## config.mk

```make
export PLATFORM = sky130hd
export DESIGN_NAME = picoblaze_io_hub
export DESIGN_NICKNAME = d
export VERILOG_FILES = /design/src/rtl/picoblaze_io_hub.sv
export SDC_FILE = /design/constraint.sdc
export NUM_CORES = 1
export LEC_CHECK = 0
export CORE_MARGIN = 5
export CORE_UTILIZATION = 35
export CTS_CLUSTER_SIZE = 14
export DETAILED_ROUTE_END_ITERATION = 7
export PLACE_DENSITY = 0.76
export REMOVE_ABC_BUFFERS = 1
export SLEW_MARGIN = 10
export SYNTH_ARGS = -nofsm -noshare
export SYNTH_HDL_FRONTEND = slang
export SYNTH_SLANG_ARGS = --single-unit
```

## constraint.sdc

```tcl
create_clock -name clk -period 2.95 [get_ports clk]
set_input_delay 0.4425 -clock clk [delete_from_list [all_inputs] [get_ports clk]]
set_output_delay 0.4425 -clock clk [all_outputs]
set_load 0.02 [all_outputs]
```

## src/rtl/picoblaze_io_hub.sv

```systemverilog
// picoblaze_io_hub
// I/O hub for a PicoBlaze-style processor bus. It provides:
//   - NUM_OUT write-only output registers at OUT_BASE+k, each with a
//     one-cycle write pulse,
//   - NUM_IN read-only input ports at IN_BASE+k,
//   - an interrupt block at IRQ_BASE+0..3 (pending, mask, W1C clear, levels).
// Optional feature: define PICOBLAZE_IO_HUB_IRQ_SYNC_EN to pass every irq_src
// bit through a two-flop synchroniser before edge detection. When the macro is
// undefined, irq_src must already be synchronous to clk.
//
// Bus semantics: write_strobe qualifies port_id/out_port for exactly the
// cycle it is high, and the write takes effect on that rising edge. Reads
// need no qualifier: in_port is re-registered from port_id on every edge,
// so read data always appears one cycle after the address. read_strobe is
// accepted but causes no side effects. interrupt_ack is a one-cycle pulse
// that forces interrupt low in the following cycle.
module picoblaze_io_hub #(
  parameter int         NUM_OUT  = 2,
  parameter int         NUM_IN   = 1,
  parameter int         NUM_IRQ  = 1,
  parameter logic [7:0] OUT_BASE = 8'h80,
  parameter logic [7:0] IN_BASE  = 8'h00,
  parameter logic [7:0] IRQ_BASE = 8'hF0
) (
  input  logic                   clk,
  input  logic                   reset,
  input  logic [7:0]             port_id,
  input  logic [7:0]             out_port,
  input  logic                   write_strobe,
  input  logic                   read_strobe,
  output logic [7:0]             in_port,
  output logic                   interrupt,
  input  logic                   interrupt_ack,
  input  logic [8*NUM_IN-1:0]    in_data,
  output logic [8*NUM_OUT-1:0]   out_data,
  output logic [NUM_OUT-1:0]     out_wr_pulse,
  input  logic [NUM_IRQ-1:0]     irq_src
);

  // Interrupt block register map.
  localparam logic [7:0] IRQ_PEND_ADDR = IRQ_BASE;
  localparam logic [7:0] IRQ_MASK_ADDR = IRQ_BASE + 8'd1;
  localparam logic [7:0] IRQ_CLR_ADDR  = IRQ_BASE + 8'd2;
  localparam logic [7:0] IRQ_LVL_ADDR  = IRQ_BASE + 8'd3;

  // Registered state.
  logic [NUM_OUT-1:0][7:0] r_out_data;
  logic [NUM_OUT-1:0]      r_wr_pulse;
  logic [NUM_IRQ-1:0]      r_mask;
  logic [NUM_IRQ-1:0]      r_pending;
  logic [NUM_IRQ-1:0]      r_irq_hist;
  logic                    r_interrupt;
  logic [7:0]              r_in_port;

  // Combinational decode and datapath.
  logic [NUM_OUT-1:0]      w_out_sel;
  logic                    w_mask_wr;
  logic                    w_clr_wr;
  logic [NUM_IRQ-1:0]      w_irq_lvl;
  logic [NUM_IRQ-1:0]      w_irq_rise;
  logic [NUM_IRQ-1:0]      w_clr_bits;
  logic [7:0]              w_pend_rd;
  logic [7:0]              w_mask_rd;
  logic [7:0]              w_lvl_rd;
  logic [7:0]              w_rd_data;
  logic                    w_unused_rd_strobe;

  // read_strobe has no function in this hub; it is kept on the port list
  // so the block drops straight onto the processor bus.
  assign w_unused_rd_strobe = read_strobe;

`ifdef PICOBLAZE_IO_HUB_IRQ_SYNC_EN
  logic [NUM_IRQ-1:0] r_sync_meta;
  logic [NUM_IRQ-1:0] r_sync_out;

  // Two-flop synchroniser; deliberately not reset so it keeps tracking
  // the sources while reset is held.
  always_ff @(posedge clk) begin
    r_sync_meta <= irq_src;
    r_sync_out  <= r_sync_meta;
  end

  assign w_irq_lvl = r_sync_out;
`else
  assign w_irq_lvl = irq_src;
`endif

  // Edge history also runs through reset, so a source that is already high
  // when reset is released does not register as a new edge.
  always_ff @(posedge clk) begin
    r_irq_hist <= w_irq_lvl;
  end

  assign w_irq_rise = w_irq_lvl & ~r_irq_hist;

  // Exact 8-bit address match for output register writes.
  always_comb begin
    w_out_sel = '0;
    for (int k = 0; k < NUM_OUT; k++) begin
      w_out_sel[k] = write_strobe && (port_id == (OUT_BASE + 8'(k)));
    end
  end

  assign w_mask_wr  = write_strobe && (port_id == IRQ_MASK_ADDR);
  assign w_clr_wr   = write_strobe && (port_id == IRQ_CLR_ADDR);
  assign w_clr_bits = w_clr_wr ? out_port[NUM_IRQ-1:0] : '0;

  // Output registers load on a matching write; the pulse marks the
  // cycle in which the new value first appears on out_data.
  always_ff @(posedge clk) begin
    if (reset) begin
      r_out_data <= '0;
      r_wr_pulse <= '0;
    end else begin
      r_wr_pulse <= w_out_sel;
      for (int k = 0; k < NUM_OUT; k++) begin
        if (w_out_sel[k]) begin
          r_out_data[k] <= out_port;
        end
      end
    end
  end

  // Mask register; only the implemented source bits exist.
  always_ff @(posedge clk) begin
    if (reset) begin
      r_mask <= '0;
    end else if (w_mask_wr) begin
      r_mask <= out_port[NUM_IRQ-1:0];
    end
  end

  // Pending bits: W1C clears first, then a new edge sets, so a set that
  // collides with a clear on the same bit is never lost. Mask has no say.
  always_ff @(posedge clk) begin
    if (reset) begin
      r_pending <= '0;
    end else begin
      r_pending <= (r_pending & ~w_clr_bits) | w_irq_rise;
    end
  end

  // Registered interrupt request; an acknowledge forces one low cycle,
  // after which the request reappears if anything enabled is still pending.
  always_ff @(posedge clk) begin
    if (reset) begin
      r_interrupt <= 1'b0;
    end else if (interrupt_ack) begin
      r_interrupt <= 1'b0;
    end else begin
      r_interrupt <= |(r_pending & r_mask);
    end
  end

  // Zero-extend the interrupt registers to a full byte for readback.
  always_comb begin
    w_pend_rd = '0;
    w_mask_rd = '0;
    w_lvl_rd  = '0;
    w_pend_rd[NUM_IRQ-1:0] = r_pending;
    w_mask_rd[NUM_IRQ-1:0] = r_mask;
    w_lvl_rd[NUM_IRQ-1:0]  = w_irq_lvl;
  end

  // Read decode: exact match on port_id, unmapped addresses read 8'h00.
  always_comb begin
    w_rd_data = 8'h00;
    for (int k = 0; k < NUM_IN; k++) begin
      if (port_id == (IN_BASE + 8'(k))) begin
        w_rd_data = in_data[8*k +: 8];
      end
    end
    if (port_id == IRQ_PEND_ADDR) begin
      w_rd_data = w_pend_rd;
    end else if (port_id == IRQ_MASK_ADDR) begin
      w_rd_data = w_mask_rd;
    end else if (port_id == IRQ_LVL_ADDR) begin
      w_rd_data = w_lvl_rd;
    end
  end

  // Read data register, refreshed on every edge.
  always_ff @(posedge clk) begin
    if (reset) begin
      r_in_port <= 8'h00;
    end else begin
      r_in_port <= w_rd_data;
    end
  end

  assign in_port      = r_in_port;
  assign interrupt    = r_interrupt;
  assign out_data     = r_out_data;
  assign out_wr_pulse = r_wr_pulse;

endmodule
```

# Word level (Yosys, flattened, before mapping)
# Index checks and enable logic that the tools add are counted.
[classes]
eq_ne = 6
n_mux = 5
bitwise = 7
reduce_logical = 7
[ops]
columns = ["cell", "n"]
rows = [
  ["$eq A8 B8 Y1 const B", 6],
  ["$logic_not A8 Y1", 1],
  ["$mux W1", 5],
  ["$reduce_or A5 Y1", 1],
  ["$logic_and A1 B1 Y1", 4],
  ["$and A1 B1 Y1", 3],
  ["$not A1 Y1", 3],
  ["$reduce_or A2 Y1", 1],
  ["$or A1 B1 Y1", 1],
]
[word_totals]
ff_bits = 30
in_bits = 30
out_inout_bits = 27
word_cells = 34

# Longest topological paths before layout
# Gate-level depths: netlist (run 1).
[logic_depth]
word_depth = 6
ltp_mapped = 5
depth_no_buf = 4

# Least setup slack after synthesis (run 1)
# No wires, ideal clock.
[synth_path]
kind = "input -> register"
from = "input port_id[0]"
to = "register r_out_data (netlist bit out_data[0])"
setup_time_ps = 124
arrival_time_ps = 1218
required_ps = 2826
setup_slack_ps = 1607
cell_stages = 5
n_path_buf = 1
cell_sequence = "nor4_2 -> nand4_1 -> buf_6 -> mux2i_1 -> nor2_1"
[synth_between]
elab_chain_cells = 2
[synth_rtl]
columns = ["item", "line", "text"]
rows = [
  ["from (decl)", "27", "input logic [7:0] port_id,"],
  ["$eq A8 B8 Y1", "100", "w_out_sel[k] = write_strobe && (port_id == (OUT_BASE + 8'(k)));"],
  ["$logic_and A1 B1 Y1", "100", ""],
  ["to (signal, indexed assignment)", "118", "r_out_data[k] <= out_port;"],
  ["to (decl)", "47", "logic [NUM_OUT-1:0][7:0] r_out_data;"],
]
# Every way passes these cells.
# A chain may end at the register's enable or synchronous reset.

# Worst setup path in the final report (run 1)
[layout_path]
from = "input port_id[1]"
to = "register r_out_data (netlist bit out_data[7])"
# The elaborated chain is that of the path after synthesis.

==> results_dict.tcl, run 1 <==
set metrics [dict create \
    num_antenna_cells 0 \
    htreeDepth 2 \
    clockBufferDepth 2 \
    worstPathMaxFanout 9 \
    clock_sinks 30 \
    syn-cell-area_um2 1090 \
    setup_viol 0 \
    grt-ovfl-total 0 \
    ant_nets 0 \
    place_hpwl_mm 2.186 \
    crit_start "port_id[1]" \
    r2r-end "in_port[0]" \
    cts_resized 0 \
    status "finished, final reports clean" \
    drive_gt1_frac 0.08537 \
    layout_commonest_cell "clkdlybuf4s50_1" \
    rsz0062_at_grt "false" \
    fmax_mhz 575.7 \
    r2r_slack_ps 2020 \
    intPower_w 0.0005615 \
    portBuffers 55 \
    dpl_cell_area_um2 1682 \
    p_seq_frac 0.566 \
    vias 950 \
    cp_top_family "buffers and inverters" \
    slew_headroom 0.7626 \
    worstHoldStart "r_irq_hist" \
    synth_cell_types 24 \
    boundaryPins 57 \
    worstPathArrival_ps 1940 \
    final-hold-violation-count 0 \
    dr.pass1.iters 4 \
    fill_cells 269 \
    cellPowerDensity_nw_per_um2 413.5 \
    post-route-cell-area_um2 1742 \
    p_leak_nw 0.7600 \
    core-area_um2 3028 \
    fin_nets 193 \
    fin_ws_ps 1213 \
    hold_path_end "r_pending" \
    min_period_over_period 0.5889 \
    crit_required_ps 3150 \
    holdBufCountCts 0 \
    cp_slowest_cell "clkdlybuf4s50_1" \
    setup-tns-final_ps 0 \
    area_growth_pct 59.82 \
    cts_tree "yes" \
    grt.total_usage 0.1338 \
    cap_violations 0 \
    antenna_found_initial 0 \
    path_class "in2reg" \
    yosysWarnings 0 \
    root_buffer "clkbuf_4" \
    ys_seq_elements 30 \
    vias_per_cell 4.567 \
    fin_crit_ps 1737 \
    cts_buffers 5 \
    place_congestion 0.7565 \
    drt_iter0_drc 29 \
    worst_slew_pin_slew_ps 353.2 \
    p_comb_frac 0.086 \
    cp_num_buf_inv 2 \
    grt_max_degree 19 \
    cts.clk_slew.worst_paths_ps 90 \
    drc 0 \
    max_stage_delay_ps 530 \
    wl_per_cell_um 13.80 \
    net-switching-power_w 0.0001586 \
    num_rows 20 \
    min_path_cells 2 \
    ff2ff_path_depth 3 \
    clock_skew_ps 0.2884 \
    ir_drop_uv 226.0 \
    pwr-share-clk 0.348 \
    grt_pass1_vias 962 \
    pre_cts_ws_ps 897.0 \
    hold_path_class "reg2reg" \
    die_area_um2 4330 \
    worstReg2RegStart "r_mask" \
    start_util 0.3599 \
    whs_ps 485.9 \
    critPathLaunchType "input port" \
    yosysSeqAreaShare 0.5511 \
    die_h_um 65.80 \
    die_width_um 65.80 \
    swShare 0.2203 \
    cts_setup_buffers 0 \
    clock_latency_ps 310 \
    final_cell_mix "clkdlybuf4s50_1 (55), dfxtp_1 (30), nor2_1 (20)" \
    slew_viol_final 0 \
    crit_path_end_kind "flip-flop" \
    worstPathCellList "clkdlybuf4s50_1, nor4_2, nand4_1, buf_4, mux2i_1, nor2_1" \
    synth.avg_cell_area_um2 10.68 \
    grt_pass1_wl_mm 4.367 \
    netlist_instances 102 \
    drt-total-wl_mm 2.870 \
]
## worst reg2reg max path, cell delays in order (launching register included)
cell      delay [ps]
dfxtp_1          370
a21oi_1           80
a221oi_1         300
a41o_2           140
## power by group through the flow
stage	clock (W)	sequential, W	combinational (W)
finish	0.000251	0.000408	0.0000618
global route	0.000280	0.000408	0.0000661
CTS	0.000263	0.000408	0.0000619
detailed placement	0	0.000417	0.0000612
global placement	0	0.000417	0.0000595
floorplan	0	0.000417	0.00000830
## worst max-delay path by stage
stage                  endpoint  depth (start not counted)
CTS                 out_data[2]                          1
global placement    out_data[5]                          6
floorplan           out_data[0]                          4
finish              out_data[7]                          6
global route        out_data[4]                          6
detailed placement  out_data[4]                          6
## sequential cells by signal (all words and copies together), names as in the netlist
register      flops
in_port           8
r_pending         1
out_wr_pulse      2
r_mask            1
r_irq_hist        1
interrupt         1
out_data         16
## synth_stat cells
| master | number | area share |
|---|---|---|
| nor4_1 | 1 | 0.0057 |
| buf_6 | 1 | 0.010 |
| and2_1 | 7 | 0.040 |
| inv_1 | 1 | 0.0034 |
| nand2b_1 | 2 | 0.011 |
| nand4_1 | 2 | 0.011 |
| dfxtp_1 | 30 | 0.55 |
| a221oi_1 | 1 | 0.0080 |
| nor3_1 | 2 | 0.0092 |
| nor2_1 | 20 | 0.069 |
| o21ai_0 | 1 | 0.0046 |
| mux2i_1 | 17 | 0.16 |
| nand3_1 | 4 | 0.018 |
| and3_2 | 1 | 0.0069 |
| nand2_1 | 1 | 0.0034 |
| buf_4 | 1 | 0.0069 |
| or3_1 | 1 | 0.0057 |
| nor4_2 | 1 | 0.011 |
| a21oi_1 | 2 | 0.0092 |
| nor4bb_1 | 1 | 0.0092 |
| a41o_2 | 1 | 0.010 |
| dlygate4sd1_1 | 2 | 0.016 |
| and4_1 | 1 | 0.0080 |
| nor4b_2 | 1 | 0.014 |
## metrics by stage
| stage | instances | utilization | power [W] |
|---|---|---|---|
| after floorplan | 98 | - | 0.0004257 |
| after global placement | 200 | 0.5554 | 0.0004765 |
| after detailed placement | 200 | 0.5554 | 0.0004782 |
| after CTS | 208 | 0.5752 | 0.0007325 |
| after global routing | 208 | 0.5752 | 0.0007535 |
| final | 208 | 0.5752 | 0.0007202 |
## kinds of logic (layout without fill, tap and decap cells)
logic type,after synthesis,after routing,synth area share
buffers and inverters,5,67,0.03674
AO/OA/AOI/OAI,5,5,0.03214
multiplexers,17,17,0.1561
flip-flops,30,30,0.5511
AND/OR/NAND/NOR,45,45,0.2239
## layer usage
layer | global-route usage | vias to the layer above | share of wire
met3 | 0.04422 | 2 | 0.076
li1 | - | 475 | -
met1 | 0.1388 | 434 | 0.41
met5 | 0 | - | 0
met2 | 0.2416 | 39 | 0.51
met4 | 0.05959 | 0 | 0.011
## area by class of cell
type | instances | area (um2) | area share
inverters | 1 | 3.754 | 0.002155
well taps | 44 | 55.05 | 0.03161
clock buffers | 7 | 55.05 | 0.03161
clock inverters | 1 | 5.005 | 0.002874
multi-input cells | 67 | 449.2 | 0.2579
flip-flops and latches | 30 | 600.6 | 0.3448
repair buffers | 58 | 573.1 | 0.3290
Note: power is estimated with default switching activity, not from simulation.
==> run 2: changes to the inputs <==
clock period = 1.75 ns   (was 2.95 ns; I/O delays follow)
==> run 2 against run 1 <==
Net effect:
- count of clock-buffer cells in the layout stayed put
- hold slack worse by 35 ps
- total power is 68% higher
- die area stayed put
- combinational power is 78% higher
- largest power group unchanged
- clock skew hardly changed
- largest cell class is now non-clock buffers
- clock power is 65% higher
- setup slack worse by 1000 ps
- critical path depth is 5 lower
- first-iteration DRC count is 3.4% higher
==> results_dict.tcl, run 2 (synthesis results as in run 1) <==
set metrics [dict create \
    status "finished, final reports clean" \
    root_buffer "clkbuf_4" \
    vias 967 \
    cts_buffers 5 \
    cts.clk_slew.worst_paths_ps 90 \
    slew_viol_final 0 \
    path_depth 1 \
    grt_pass1_wl_mm 4.271 \
    die_area_um2 4330 \
    cp_num_buf_inv 1 \
    boundaryPins 57 \
    min_period_over_period 0.8789 \
    antenna_found_initial 0 \
    die_h_um 65.80 \
    p_leak_nw 0.7792 \
    cp_slowest_cell "clkdlybuf4s50_1" \
    slew_headroom 0.7717 \
    min_path_cells 1 \
    ff2ff_path_depth 3 \
    clockBufferDepth 2 \
    htreeDepth 2 \
    regArea_um2 600.6 \
    area_growth_pct 62.57 \
    crit_end "out_data[11]" \
    wl_per_cell_um 13.05 \
    num_antenna_cells 0 \
    cts_setup_buffers 0 \
    final_cell_mix "clkdlybuf4s50_1 (55), dfxtp_1 (30), nor2_1 (20)" \
    fin_nets 197 \
    crit_required_ps 1490 \
    fill_cells 260 \
    portBuffers 55 \
    final_util 0.5851 \
    cellPowerDensity_nw_per_um2 683.5 \
    worst_slew_pin_slew_ps 339.6 \
    clock_latency_ps 300 \
    fin_ws_ps 211.9 \
    drt_iter0_drc 30 \
    rsz0062_at_grt "false" \
    final_cell_count_no_fill 212 \
    worstPathCellList "clkdlybuf4s50_1" \
    crit_start "out_data[11]" \
    start_util 0.3599 \
    max_stage_delay_ps 610 \
    p_seq_frac 0.568 \
    drive_gt1_frac 0.1071 \
    cap_violations 0 \
    place_hpwl_mm 2.164 \
    pwr-share-clk 0.342 \
    grt_pass1_vias 934 \
    worstPathMaxFanout 2 \
    clock_skew_ps 0.6406 \
    vias_per_cell 4.561 \
    fin_crit_ps 1538 \
    cts_tree "yes" \
    clock_sinks 30 \
    r2r_slack_ps 830 \
    ant_nets 0 \
    place_congestion 0.7689 \
    grt_max_degree 19 \
    layout_commonest_cell "clkdlybuf4s50_1" \
    core-area_um2 3028 \
    hold_path_class "in2reg" \
    ir_drop_uv 484.3 \
    cp_top_family "buffers and inverters" \
    critPathLaunchType "flip-flop" \
    grt.total_usage 0.1320 \
    path_class "reg2out" \
    die_width_um 65.80 \
    worstPathArrival_ps 1280 \
    multi_input_area_um2 449.2 \
    intPower_w 0.0009520 \
    cts_resized 0 \
    holdBufCountCts 0 \
    drt-total-wl_mm 2.766 \
    setup_viol 0 \
    swShare 0.2138 \
    net-switching-power_w 0.0002589 \
    dpl.cell_count 204 \
    drc 0 \
    dr.pass1.iters 4 \
    p_comb_frac 0.091 \
    pre_cts_ws_ps -103.5 \
    crit_path_end_kind "output pin" \
    final-hold-violation-count 0 \
    worstReg2RegStart "r_mask" \
    fmax_mhz 650.1 \
    num_rows 20 \
    largest_reg_flops 16 \
    grt-ovfl-total 0 \
    r2r-end "in_port[0]" \
]
-- run 2: cell count changes in the layout (fill, tap and decap cells not counted), sizes merged --
cell / before / now
buf: 3 / 7
-- run 2: stage by stage --
stage               instance area [um2]  TNS (ps)  hold slack, ps  power (W)
detailed placement                 1712     -1208           475.7  0.0008132
global placement                   1712    -461.4           472.4  0.0008101
floorplan                          1054         0           290.2  0.0007176
CTS                                1772         0           444.7   0.001231
global route                       1772         0           442.6   0.001277
finish                             1772         0           451.3   0.001211
-- run 2: final cells by class --
type | count | share of cell area
Multi-Input combinational cell | 67 | 0.2535
Clock buffer | 7 | 0.03107
Sequential cell | 30 | 0.3390
Inverter | 1 | 0.002119
Clock inverter | 1 | 0.002825
Tap cell | 44 | 0.03107
Timing Repair Buffer | 62 | 0.3404
-- run 2: power by group through the flow --
stage               Clock [W]  Sequential (W)  Combinational (W)
floorplan                   0        0.000704          0.0000140
detailed placement          0        0.000703           0.000110
CTS                  0.000433        0.000687           0.000111
global route         0.000470        0.000688           0.000119
finish               0.000414        0.000687           0.000110
global placement            0        0.000703           0.000107
-- run 2: layer usage --
metal / vias to the layer above / track usage / wire (um)
li1: 483 / - / -
met1: 447 / 0.1472 / 1168
met2: 33 / 0.2265 / 1356
met3: 4 / 0.05102 / 191
met4: 0 / 0.04663 / 49
met5: - / 0 / 0
-- run 2: worst min path at each step --
| stage | end | startpoint | slack (ps) |
|---|---|---|---|
| after floorplan | r_irq_hist | irq_src | 290 |
| after global placement | r_pending | r_irq_hist | 470 |
| after detailed placement | interrupt | r_pending | 480 |
| after CTS | r_irq_hist | irq_src | 440 |
| after global routing | r_irq_hist | irq_src | 440 |
| final | r_irq_hist | irq_src | 450 |
==> run 3: changes to the inputs <==
HOLD_SLACK_MARGIN = 0.15   (was default)
==> results of run 3 <==
Final layout, timing and power as in run 2 (identical DEF).
==> variant 1, RTL diff (config.mk and constraints of run 3) <==
Build with the macro `PICOBLAZE_IO_HUB_IRQ_SYNC_EN` defined.
--- a/src/rtl/picoblaze_io_hub.sv
+++ b/src/rtl/picoblaze_io_hub.sv
@@ -15,4 +15,6 @@
 // accepted but causes no side effects. interrupt_ack is a one-cycle pulse
 // that forces interrupt low in the following cycle.
+`define PICOBLAZE_IO_HUB_IRQ_SYNC_EN
+
 module picoblaze_io_hub #(
   parameter int         NUM_OUT  = 2,
Check against the original RTL: not equivalent (a bounded check fails within 4 cycles, from zero or initial values and one cycle with reset high).
==> variant 1 against run 3 <==
Count of clock-buffer cells in the layout down 1. Sequential cell count up 2. Area after synthesis up 17%. Non-clock buffer count up 12. Critical endpoint is now out_data[4]. Routed wire length up 41%. Power up 11%. Worst setup slack worse by 0.060 ns. Final area up 16%. Register-to-register slack worse by 0.10 ns. Critical path depth unchanged. First-iteration DRC count up 130%.
==> variant 1: results (changes against run 3) <==
* Global Route Usage Sum: 16.49% (was 13.20%)
* Total net switching power: 331.1 µW (was 258.9 µW)
* R2R Path Start: r_pending (was r_mask)
- The startpoint of the worst setup timing path is out_data[4] (was out_data[11]).
* Fraction of the yosys area taken by sequential cells: 50.44% (was 55.11%)
- Wire length of the first global-routing pass: 6534 µm (was 4271 µm)
- Run status: finished clean (unchanged).
- The data arrival time of the worst path was 1.34 ns (was 1.28 ns).
* Critical hold path startpoint: r_sync_meta (was irq_src)
- Post-Place Cell Area: 1996 µm² (was 1712 µm²)
* Worst clock skew: 0.01582 ns (was 0.0006406 ns)
- Per-cell via count in the routed design: 5.482 (was 4.561)
* Reported leakage power: 0.0007035 µW (was 0.0007792 µW)
* Placed wire-length estimate after detailed placement: 2958 µm (was 2164 µm)
* Relative slew slack: 75.62% (was 77.17%)
* Routed length per instance: 15.76 µm (was 13.05 µm)
* Worst reg-to-reg setup slack: 0.73 ns (was 0.83 ns)
- The final weighted congestion of routability-driven global placement came to 0.9980 (was 0.7689).
- Leading cell types by total area after synthesis: sky130_fd_sc_hd__dfxtp_1 50%, sky130_fd_sc_hd__o31ai_1 10%, sky130_fd_sc_hd__nand4_1 8.9%, sky130_fd_sc_hd__a21oi_1 7.5%, sky130_fd_sc_hd__and2_1 3.4% (was sky130_fd_sc_hd__dfxtp_1 55%, sky130_fd_sc_hd__mux2i_1 16%, sky130_fd_sc_hd__nor2_1 6.9%, sky130_fd_sc_hd__and2_1 4.0%, sky130_fd_sc_hd__nand3_1 1.8%)
* Number of fillers in the final layout: 334 (was 260)
* Commonest cells in the netlist: 32 x sky130_fd_sc_hd__dfxtp_1, 19 x sky130_fd_sc_hd__a21oi_1, 18 x sky130_fd_sc_hd__nand4_1 (was 30 x sky130_fd_sc_hd__dfxtp_1, 20 x sky130_fd_sc_hd__nor2_1, 17 x sky130_fd_sc_hd__mux2i_1)
- The capture point of the worst path is out_data[4] (was out_data[11]).
- The via count of the first global-routing pass is 1,378 (was 934).
- The clock network latency to the later pin of the worst-skew pair came to 0.34 ns (was 0.30 ns).
* Worst Hold Class: flop to flop (was input pin to flop)
- The final worst hold slack is 0.3356 ns (was 0.4513 ns).
- Distinct cell type count of the synthesized netlist: 28 (was 24)
- The share of layout cells above drive strength 1 is 15.92% (was 10.71%).
[variant 1: routing by layer]
layer	up-vias	wire length, µm	GRT usage (%)
li1	652	-	-
met1	641	1622	19.63
met2	54	1913	26.92
met3	7	282	5.022
met4	0	74	7.660
met5	-	0	0
[variant 1: layout make-up]
class / count / share of cell area (%)
clock buffer: 6 / 2.494
timing repair buffer: 74 / 34.91
multi-input combinational: 84 / 27.62
sequential: 32 / 31.14
tap: 46 / 2.798
clock inverter: 2 / 0.4866
inverter: 3 / 0.5474
[variant 1: power groups by stage]
stage	clock network, µW	registers [µW]	logic, µW
4_1_cts	460	738	165
2_1_floorplan	0	754	33.6
3_5_place_dp	0	754	164
5_1_grt	495	739	178
3_3_place_gp	0	754	161
6_report	444	738	166
[variant 1: metrics by stage]
step	std cells	util, %	setup slack (ns)	setup TNS, ns
after floorplan	119	-	0.009141	0
after global placement	239	58.42	-0.1343	-2.593
after detailed placement	239	58.42	-0.1745	-3.392
after CTS	247	60.22	0.1371	0
after global routing	247	60.22	0.04628	0
final	247	60.22	0.1522	0
[variant 1: kinds of logic (layout without fill, tap and decap cells)]
logic type,Yosys count,after routing,share of synthesized area (%)
flops,32,32,50.44
simple gates,44,44,23.74
buf+inv,14,85,4.827
compound gates,40,40,20.98
[variant 1: worst min path at each step]
stage                        to  depth (start not counted)
finish               r_sync_out                          0
global route         r_sync_out                          0
CTS                  r_sync_out                          0
detailed placement   r_sync_out                          0
global placement     r_sync_out                          0
floorplan           r_sync_meta                          0
==> variant 2, RTL diff (config.mk and constraints of run 3) <==
Made on the original files. Register the output `interrupt` once more, with the module's reset; this adds one clock of latency there. The other outputs are not delayed to match. Comments in the files are not updated.
--- a/src/rtl/picoblaze_io_hub.sv
+++ b/src/rtl/picoblaze_io_hub.sv
@@ -190,5 +190,11 @@
 
   assign in_port      = r_in_port;
-  assign interrupt    = r_interrupt;
+  always_ff @(posedge clk) begin
+    if (reset) begin
+      interrupt <= '0;
+    end else begin
+      interrupt <= r_interrupt;
+    end
+  end
   assign out_data     = r_out_data;
   assign out_wr_pulse = r_wr_pulse;
Behaviour: not the same (Yosys sat finds a counterexample within 4 cycles, from zero or initial values and one cycle with reset high).
==> variant 2 against run 3 <==
Sequential cell count rose by 1. First-iteration DRC count fell by 33%. Final area rose by 5.5%. Power rose by 6.1%. Worst setup slack got worse by 0.14 ns. Routed wire length rose by 1.4%. Area after synthesis rose by 3.0%. Synthesized cell count rose by 2.9%. Largest cell class unchanged. Largest power group unchanged. Highest routed layer unchanged.
==> variant 2: results (changes against run 3) <==
* Arrival time reported for the critical path endpoint: 1.89 ns (was 1.28 ns)
- Cell at the slowest stage of the critical path: sky130_fd_sc_hd__or4b_4 (was sky130_fd_sc_hd__clkdlybuf4s50_1)
* Placed wire-length estimate after detailed placement: 2245 µm (was 2164 µm)
* Maximum cell stage delay along the critical path: 0.57 ns (was 0.61 ns)
- The post-layout net count was 204 (was 197).
- Number of global-route vias before repair: 1,108 (was 934)
- Met3 layer wire length in the routed design: 389 µm (was 191 µm)
- Share of final-layout standard cells stronger than drive strength 1: 12.00% (was 10.71%)
- The number of vias per cell after detailed routing was 4.676 (was 4.561).
- Run status: finished clean (unchanged).
- Detailed route wirelength on metal2: 1373 µm (was 1356 µm)
- The headroom to the max-slew limit came to 80.91% (was 77.17%).
* GR Layer Usage met3: 8.938% (was 5.102%)
* Fraction of the yosys area taken by sequential cells: 55.30% (was 55.11%)
- The number of distinct library cells after synthesis was 23 (was 24).
* Largest net degree at the start of global routing: 24 (was 19)
- The number of DRC violations after detailed-routing iteration 0 was 20 (was 30).
- The maximum vdd drop is 0.4864 mV (was 0.4843 mV).
- The average routed wire per standard cell was 12.81 µm (was 13.05 µm).
- # H-tree levels: 2 (unchanged)
* Met1 track demand over resource in global routing: 12.19% (was 14.72%)
- Gate family responsible for the most delay along the worst path: simple AND/OR/NAND/NOR gates (was buffers and inverters)
- Wire length of the first global-routing pass: 4554 µm (was 4271 µm)
- The met2 demand-to-capacity share in global routing was 24.26% (was 22.65%).
- The setup clock skew after layout was 0.002824 ns (was 0.0006406 ns).
- The placement-stage worst setup slack is -0.3417 ns (was -0.1035 ns).
- Largest fanout of any net on the critical path: 4 (was 2)
- Uppermost signal routing layer after detailed routing: met4 (unchanged)
- Leading cell types by total area after synthesis: sky130_fd_sc_hd__dfxtp_1 55%, sky130_fd_sc_hd__mux2i_1 16%, sky130_fd_sc_hd__nor2_1 6.0%, sky130_fd_sc_hd__and2_1 3.9%, sky130_fd_sc_hd__nor3_4 2.9% (was sky130_fd_sc_hd__dfxtp_1 55%, sky130_fd_sc_hd__mux2i_1 16%, sky130_fd_sc_hd__nor2_1 6.9%, sky130_fd_sc_hd__and2_1 4.0%, sky130_fd_sc_hd__nand3_1 1.8%).
- The total track usage came to 13.97% (was 13.20%).
- Yosys warns: 0 (unchanged)
- The final weighted congestion of routability-driven global placement was 0.9244 (was 0.7689).
- Reported leakage power: 0.0007103 µW (was 0.0007792 µW)
* Commonest cells in the netlist: 31 x sky130_fd_sc_hd__dfxtp_1, 18 x sky130_fd_sc_hd__mux2i_1, 18 x sky130_fd_sc_hd__nor2_1 (was 30 x sky130_fd_sc_hd__dfxtp_1, 20 x sky130_fd_sc_hd__nor2_1, 17 x sky130_fd_sc_hd__mux2i_1)
- The number of buffers created by CTS was 5 (unchanged).
==> variant 2: kinds of logic (layout without fill, tap and decap cells) <==
logic type	after synthesis	count (layout)	share of synthesized area [%]
and+or+nand+nor	48	48	24.53
DFF	31	31	55.30
muxes	18	18	16.05
AOI/OAI and AO/OA	5	5	3.122
buffers and inverters	3	73	1.003
==> variant 2: power by group <==
group | leakage [µW] | switching (µW) | internal (µW)
Combinational | 0.000422 | 43.6 | 74.3
Clock | 0.0000386 | 220 | 236
Sequential | 0.000250 | 2.08 | 708
==> variant 2: path summary, 6_finish.rpt <==
check	start	end	slack, ns	depth (start not counted)
max	port_id[3]	out_data[12]	0.07	6
min	port_id[1]	out_wr_pulse[1]	0.40	3
max reg2reg	r_pending	in_port[0]	0.72	4
min reg2reg	r_interrupt	interrupt	0.45	1
==> variant 2: per-stage QoR <==
stage               util [%]  cell area [µm²]  instances  setup TNS [ns]
CTS                    60.94             1861        219               0
floorplan                  -             1111        102               0
global placement       58.69             1792        211          -5.643
detailed placement     58.69             1792        211          -6.361
global route           61.23             1869        219       -0.005236
finish                 61.23             1869        219               0
==> variant 2: layout make-up <==
cell class | instances | area, µm²
clock buffer | 8 | 68.82
fill | 284 | 1184
multi-input combinational | 71 | 494.2
sequential | 31 | 620.6
tap | 44 | 55.05
timing repair buffer | 65 | 630.6
==> variant 2: worst reg2reg max path: stages (launching register included) <==
cell and delay (ns):
sky130_fd_sc_hd__dfxtp_1 0.34, sky130_fd_sc_hd__and2b_1 0.16, sky130_fd_sc_hd__a21oi_1 0.15, sky130_fd_sc_hd__a2bb2oi_1 0.19, sky130_fd_sc_hd__a311oi_1 0.07
==> variant 2: repair_timing <==
action,CTS,global route
endpoints found under the setup margin,0,13
setup buffers,0,0
resized for setup,0,3
